File: config.mk
export PLATFORM = sky130hd
export DESIGN_NAME = genius_game_ctrl
export DESIGN_NICKNAME = d
export VERILOG_FILES = /design/src/rtl/genius_game_ctrl.sv
export SDC_FILE = /design/constraint.sdc
export NUM_CORES = 1
export LEC_CHECK = 0
export CAP_MARGIN = 0
export CELL_PAD_IN_SITES_DETAIL_PLACEMENT = 2
export CELL_PAD_IN_SITES_GLOBAL_PLACEMENT = 2
export CORE_MARGIN = 5
export CORE_UTILIZATION = 40
export CTS_CLUSTER_SIZE = 8
export DETAILED_ROUTE_END_ITERATION = 10
export PLACE_DENSITY = 0.81
export RECOVER_POWER = 100
export SLEW_MARGIN = 20
export SYNTH_ARGS = -nofsm -noshare
export SYNTH_HDL_FRONTEND = slang
export SYNTH_SLANG_ARGS = --single-unit
File: constraint.sdc
create_clock -name clk -period 3.14 [get_ports clk]
set_input_delay 0.471 -clock clk [delete_from_list [all_inputs] [get_ports clk]]
set_output_delay 0.471 -clock clk [all_outputs]
set_load 0.01 [all_outputs]
File: src/rtl/genius_game_ctrl.sv
// rtl/genius_game_ctrl.sv - Genius (Simon) game sequencer: grows, plays back and checks a color sequence
module genius_game_ctrl #(
    parameter int         MAX_LEN       = 16,
    parameter int         SHOW_TICKS    = 4,
    parameter int         GAP_TICKS     = 2,
    parameter int         TIMEOUT_TICKS = 40,
    parameter logic [7:0] SEED          = 8'hA5
) (
    input  logic       clk,
    input  logic       rst,
    input  logic       tick,
    input  logic       start,
    input  logic       in_valid,
    input  logic [1:0] in_color,
    output logic [3:0] led,
    output logic [4:0] score,
    output logic       awaiting,
    output logic       busy,
    output logic       win,
    output logic       lose
);
    localparam int AW      = (MAX_LEN > 1) ? $clog2(MAX_LEN) : 1;
    localparam int MAX_SG  = (SHOW_TICKS > GAP_TICKS) ? SHOW_TICKS : GAP_TICKS;
    localparam int CNT_MAX = (TIMEOUT_TICKS > MAX_SG) ? TIMEOUT_TICKS : MAX_SG;
    localparam int CW      = $clog2(CNT_MAX + 1);

    localparam logic [CW-1:0] SHOW_LAST = CW'(SHOW_TICKS - 1);
    localparam logic [CW-1:0] GAP_LAST  = CW'(GAP_TICKS - 1);
    localparam logic [CW-1:0] TO_LAST   = CW'(TIMEOUT_TICKS - 1);
    localparam logic [4:0]    LEN_WIN   = 5'(MAX_LEN);

    typedef enum logic [2:0] {
        S_IDLE, S_APPEND, S_SHOW_ON, S_SHOW_OFF, S_WAIT_IN, S_CHECK, S_WIN, S_LOSE
    } state_t;

    state_t        state;
    logic [4:0]    len;
    logic [4:0]    idx;
    logic [CW-1:0] cnt;
    logic [7:0]    lfsr;
    logic          in_valid_d;
    logic [1:0]    color_q;
    logic [1:0]    mem [MAX_LEN];

    logic       press;
    logic       last_step;
    logic [1:0] cur_color;

    assign press     = in_valid & ~in_valid_d;
    assign last_step = (idx == len - 5'd1);
    assign cur_color = mem[idx[AW-1:0]];

    // Every transition clears cnt, so each state counts ticks from its own entry cycle.
    always_ff @(posedge clk or negedge rst) begin
        if (!rst) begin
            state      <= S_IDLE;
            len        <= '0;
            idx        <= '0;
            cnt        <= '0;
            lfsr       <= SEED;
            in_valid_d <= 1'b0;
            color_q    <= '0;
            score      <= '0;
        end else begin
            lfsr       <= {lfsr[6:0], lfsr[7] ^ lfsr[5] ^ lfsr[4] ^ lfsr[3]};
            in_valid_d <= in_valid;
            case (state)
                S_IDLE, S_WIN, S_LOSE: begin
                    if (start) begin
                        state <= S_APPEND;
                        len   <= '0;
                        score <= '0;
                        cnt   <= '0;
                    end
                end
                S_APPEND: begin
                    len   <= len + 5'd1;
                    idx   <= '0;
                    cnt   <= '0;
                    state <= S_SHOW_ON;
                end
                S_SHOW_ON: begin
                    if (tick) begin
                        if (cnt == SHOW_LAST) begin
                            state <= S_SHOW_OFF;
                            cnt   <= '0;
                        end else begin
                            cnt <= cnt + CW'(1);
                        end
                    end
                end
                S_SHOW_OFF: begin
                    if (tick) begin
                        if (cnt == GAP_LAST) begin
                            cnt <= '0;
                            if (last_step) begin
                                idx   <= '0;
                                state <= S_WAIT_IN;
                            end else begin
                                idx   <= idx + 5'd1;
                                state <= S_SHOW_ON;
                            end
                        end else begin
                            cnt <= cnt + CW'(1);
                        end
                    end
                end
                S_WAIT_IN: begin
                    // A press beats a coincident tick; that tick is dropped.
                    if (press) begin
                        color_q <= in_color;
                        cnt     <= '0;
                        state   <= S_CHECK;
                    end else if (tick) begin
                        if (cnt == TO_LAST) begin
                            cnt   <= '0;
                            state <= S_LOSE;
                        end else begin
                            cnt <= cnt + CW'(1);
                        end
                    end
                end
                S_CHECK: begin
                    cnt <= '0;
                    if (color_q != cur_color) begin
                        state <= S_LOSE;
                    end else if (!last_step) begin
                        idx   <= idx + 5'd1;
                        state <= S_WAIT_IN;
                    end else begin
                        score <= score + 5'd1;
                        state <= (len == LEN_WIN) ? S_WIN : S_APPEND;
                    end
                end
                default: state <= S_IDLE;
            endcase
        end
    end

    always_ff @(posedge clk) begin
        if (state == S_APPEND) mem[len[AW-1:0]] <= lfsr[1:0];
    end

    assign awaiting = (state == S_WAIT_IN);
    assign busy     = !(state inside {S_IDLE, S_WIN, S_LOSE});
    assign win      = (state == S_WIN);
    assign lose     = (state == S_LOSE);

    always_comb begin
        led = 4'b0000;
        if (state == S_SHOW_ON) led = 4'b0001 << cur_color;
        else if (state == S_WIN) led = 4'b1111;
    end
endmodule

==> results_dict.tcl <==
set metrics [dict create \
    max_cap_viol_count 1 \
    vdd_drop_max_uv 270 \
    failed_checks "capacitance limit, slew limit" \
    cts_hold_buffers 0 \
    number_of_global_route_vias_before_repair 2651 \
    ports 20 \
    groute.usage.overall_pct 19.2 \
    floorplan.die_area_um2 10300 \
    drv_slew 36 \
    area.sequential_um2 1840 \
    p_comb_share_pct 40.0 \
    die_height_um 101 \
    dr_total_vias 2447 \
    timing.final.hold_violations 0 \
    netlist-cell-type-count 50 \
    cell_internal_power_uw 2060 \
    via_density_per_instance 5.76 \
    max_freq_mhz 331 \
    sw_frac_of_total_pct 39.6 \
    floorplan.die.width_um 101 \
    worst_skew_pair.late_latency_ns 0.35 \
    cts-root-to-sink-buffers 2 \
    tritoncts "yes" \
    post_route_cells_drive_above_1_share_pct 12.8 \
    slowest_delay_ns 0.61 \
    relSlewSlack_pct -38.1 \
    number_of_sinks_handled_by_clock_tree_synthesis 67 \
    share_clk_of_total_power_pct 22.7 \
    first_pass_grt_wire_length_um 14800 \
    power_switching_uw 1350 \
    drt_drc_violations_left 0 \
    async_reset_ff_share_pct 52.2 \
    detailed_place_hpwl_um 6640 \
    postRouteAntennaNets 0 \
    reg_to_reg_end "idx[0]$_DFFE_PN0P_" \
    slowest_stage "sky130_fd_sc_hd__mux4_1" \
    setup_viol_count_final 0 \
    num_rows 33 \
    hold-path-cell-count 0 \
    antenna_found_initial 0 \
    critical_path.cell_chain "mux4_1 -> o22ai_2 -> or2_2 -> a21oi_1 -> nor2_1 -> clkdlybuf4s50_1" \
    post_synthesis_cell_area_um2 3350 \
    first_pass_iters 4 \
    clock-root-buffer "sky130_fd_sc_hd__clkbuf_8" \
    seqPwrFrac_pct 37.3 \
    globalRoute.totalOverflow 0 \
    yosys_most_used_dff "sky130_fd_sc_hd__edfxtp_1" \
    timing.final.crit_share_pct 96.3 \
    layout-area-overhead-vs-synth_pct 15.5 \
    cp.arrival_ns 2.55 \
    synthesis.nets 306 \
    wirelength_um 9410 \
    holdCritStartpoint "lfsr[6]$_DFF_PN0_" \
    power.density_nw_per_um2 884 \
    critPathKind "flop to primary output" \
    diodes 0 \
    crit_path_start_kind "flop" \
    critical_path.reg2reg.startpoint "len[0]$_DFFE_PN0P_" \
    whs_ns 0.366 \
    fin_worst_skew_ns 0.0107 \
    cpLargestDelayFamily "multiplexers" \
    numCtsBuffers 9 \
    synth-seq-cells 67 \
    r2r.worst_path.cells 8 \
    dp.cells 408 \
    finalSetupTns_ns 0 \
    postSynthCellCount 291 \
    seq_area_frac_synth_pct 55.0 \
    reg2reg_setup_slack_ns 0.24 \
    port_buffers 19 \
    hold_path.class "flop to flop" \
    initial_core_util_pct 41.0 \
    endpoint_kind "primary output" \
    layout.nets 331 \
    placeableCoreArea_um2 8180 \
    num-fill-cells 814 \
    post-route-min-period_ns 3.02 \
    wire_per_inst_um 22.1 \
    crit_path_max_fanout 5 \
    final_estimated_routing_congestion_in_global_placement 0.775 \
    clkTransAtPathRegs_ns 0.07 \
    status "finished, violations left" \
    drt_first_iter_violations 90 \
    maximum_number_of_pins_on_one_net_before_global_route_repair 36 \
    timing_worst_slew_pin_value_ns 2.07 \
    multiInputGateArea_um2 1430 \
    worst-endpoint-required_ns 2.67 \
    leakagePower_uw 0.00141 \
    synth_edf_count 32 \
    stdcell_count 425 \
    timing.hold.worst_endpoint "lfsr[7]$_DFF_PN1_" \
    syn_area_per_cell_um2 11.5 \
    ys_warn_count 0 \
    cts_max_level 3 \
    finalCoreUtilization_pct 47.3 \
    critical_path.n_buffers_inverters 1 \
]
## power groups by stage
stage / logic [uW] / clock network (uW) / registers, uW
after detailed placement: 1360 / 0 / 1290
after floorplan: 988 / 0 / 1160
after global routing: 1500 / 836 / 1300
after CTS: 1380 / 789 / 1280
final: 1370 / 777 / 1270
after global placement: 1270 / 0 / 1280
## cell families after synthesis
group	Yosys count	share of synthesized area, %
DFF	67	55.0
muxes	18	9.04
buffers and inverters	17	2.28
AOI/OAI and AO/OA	51	10.2
and+or+nand+nor	117	17.1
xor gates and xnor gates	13	3.40
adders and majority gates	8	2.99
## cells in the final DEF (no fill, tap or decap), drive strengths merged, types with 5 or more instances in the layout
cell / n
mux4: 8
buf: 7
clkdlybuf4s50: 8
a21oi: 12
or3: 7
nand2b: 8
xnor2: 7
nand2: 25
nor2: 36
nand3: 9
o21ai: 18
nand4: 6
mux2: 6
clkbuf: 11
inv: 5
edfxtp: 32
xor2: 6
dlygate4sd3: 10
dfrtp: 31
nor3: 8
ha: 8
## cell type report
type	instances	share of cell area, %
Multi-Input combinational cell	207	37.0
Inverter	5	0.485
Timing Repair Buffer	26	6.11
Clock inverter	5	2.04
Sequential cell	67	47.7
Clock buffer	10	3.30
Tap cell	105	3.40
## cells in the mapped netlist (3+ instances only)
master	number	area share (%)
sky130_fd_sc_hd__nor3_1	8	1.2
sky130_fd_sc_hd__dfstp_2	4	3.1
sky130_fd_sc_hd__dfrtp_1	31	23
sky130_fd_sc_hd__nand2b_1	8	1.5
sky130_fd_sc_hd__mux4_2	4	2.7
sky130_fd_sc_hd__ha_1	8	3.0
sky130_fd_sc_hd__or2_2	3	0.56
sky130_fd_sc_hd__a31oi_1	4	0.75
sky130_fd_sc_hd__xor2_1	6	1.6
sky130_fd_sc_hd__nor2_1	36	4.0
sky130_fd_sc_hd__mux2_2	6	2.0
sky130_fd_sc_hd__nand4_1	6	1.1
sky130_fd_sc_hd__nand2_1	25	2.8
sky130_fd_sc_hd__or3_1	6	1.1
sky130_fd_sc_hd__o22ai_1	4	0.75
sky130_fd_sc_hd__nor2b_1	3	0.56
sky130_fd_sc_hd__o21ai_0	17	2.5
sky130_fd_sc_hd__mux2i_1	4	1.2
sky130_fd_sc_hd__buf_2	4	0.60
sky130_fd_sc_hd__edfxtp_1	32	29
sky130_fd_sc_hd__a21oi_1	12	1.8
sky130_fd_sc_hd__xnor2_1	7	1.8
sky130_fd_sc_hd__inv_1	5	0.56
sky130_fd_sc_hd__nand3_1	9	1.3
sky130_fd_sc_hd__mux4_1	4	3.1
sky130_fd_sc_hd__clkbuf_1	6	0.67
## stage by stage
step           instance area, um2  power, uW  worst slack (ns)
3_5_place_dp                 3640       2650             0.283
6_report                     3870       3420             0.115
3_3_place_gp                 3640       2550             0.386
4_1_cts                      3870       3460            0.0407
2_1_floorplan                3350       2150             0.626
5_1_grt                      3870       3640          -0.00887
## sequential cells by signal, summed over array words and instances (netlist names)
| name | count |
|---|---|
| mem | 32 |
| lfsr | 8 |
| cnt | 6 |
| idx | 5 |
| len | 5 |
| score | 5 |
| state | 3 |
| color_q | 2 |
| in_valid_d | 1 |
## worst max path at each step
stage	startpoint	endpoint	slack, ns	depth (start not counted)
2_1_floorplan	len[0]$_DFFE_PN0P_	idx[0]$_DFFE_PN0P_	0.63	8
3_3_place_gp	idx[0]$_DFFE_PN0P_	led[1]	0.39	6
3_5_place_dp	idx[0]$_DFFE_PN0P_	led[0]	0.28	6
4_1_cts	idx[0]$_DFFE_PN0P_	led[0]	0.04	6
5_1_grt	idx[0]$_DFFE_PN0P_	led[1]	-0.009	6
6_report	idx[1]$_DFFE_PN0P_	led[1]	0.12	6
## metal layers
layer	vias to the layer above	part of all wire (%)	GRT usage, %
li1	1122	-	-
met1	1264	45	25.3
met2	43	51	32.0
met3	18	3.2	3.03
met4	0	1.6	7.36
met5	-	0	0
## timing repair
action / CTS / global route
buffers inserted: 0 / 2
resized for setup: 4 / 0
setup endpoints to repair: 4 / 4
gates cloned: 0 / 0
pin swaps: 0 / 1
(Power assumes the default switching activity.)
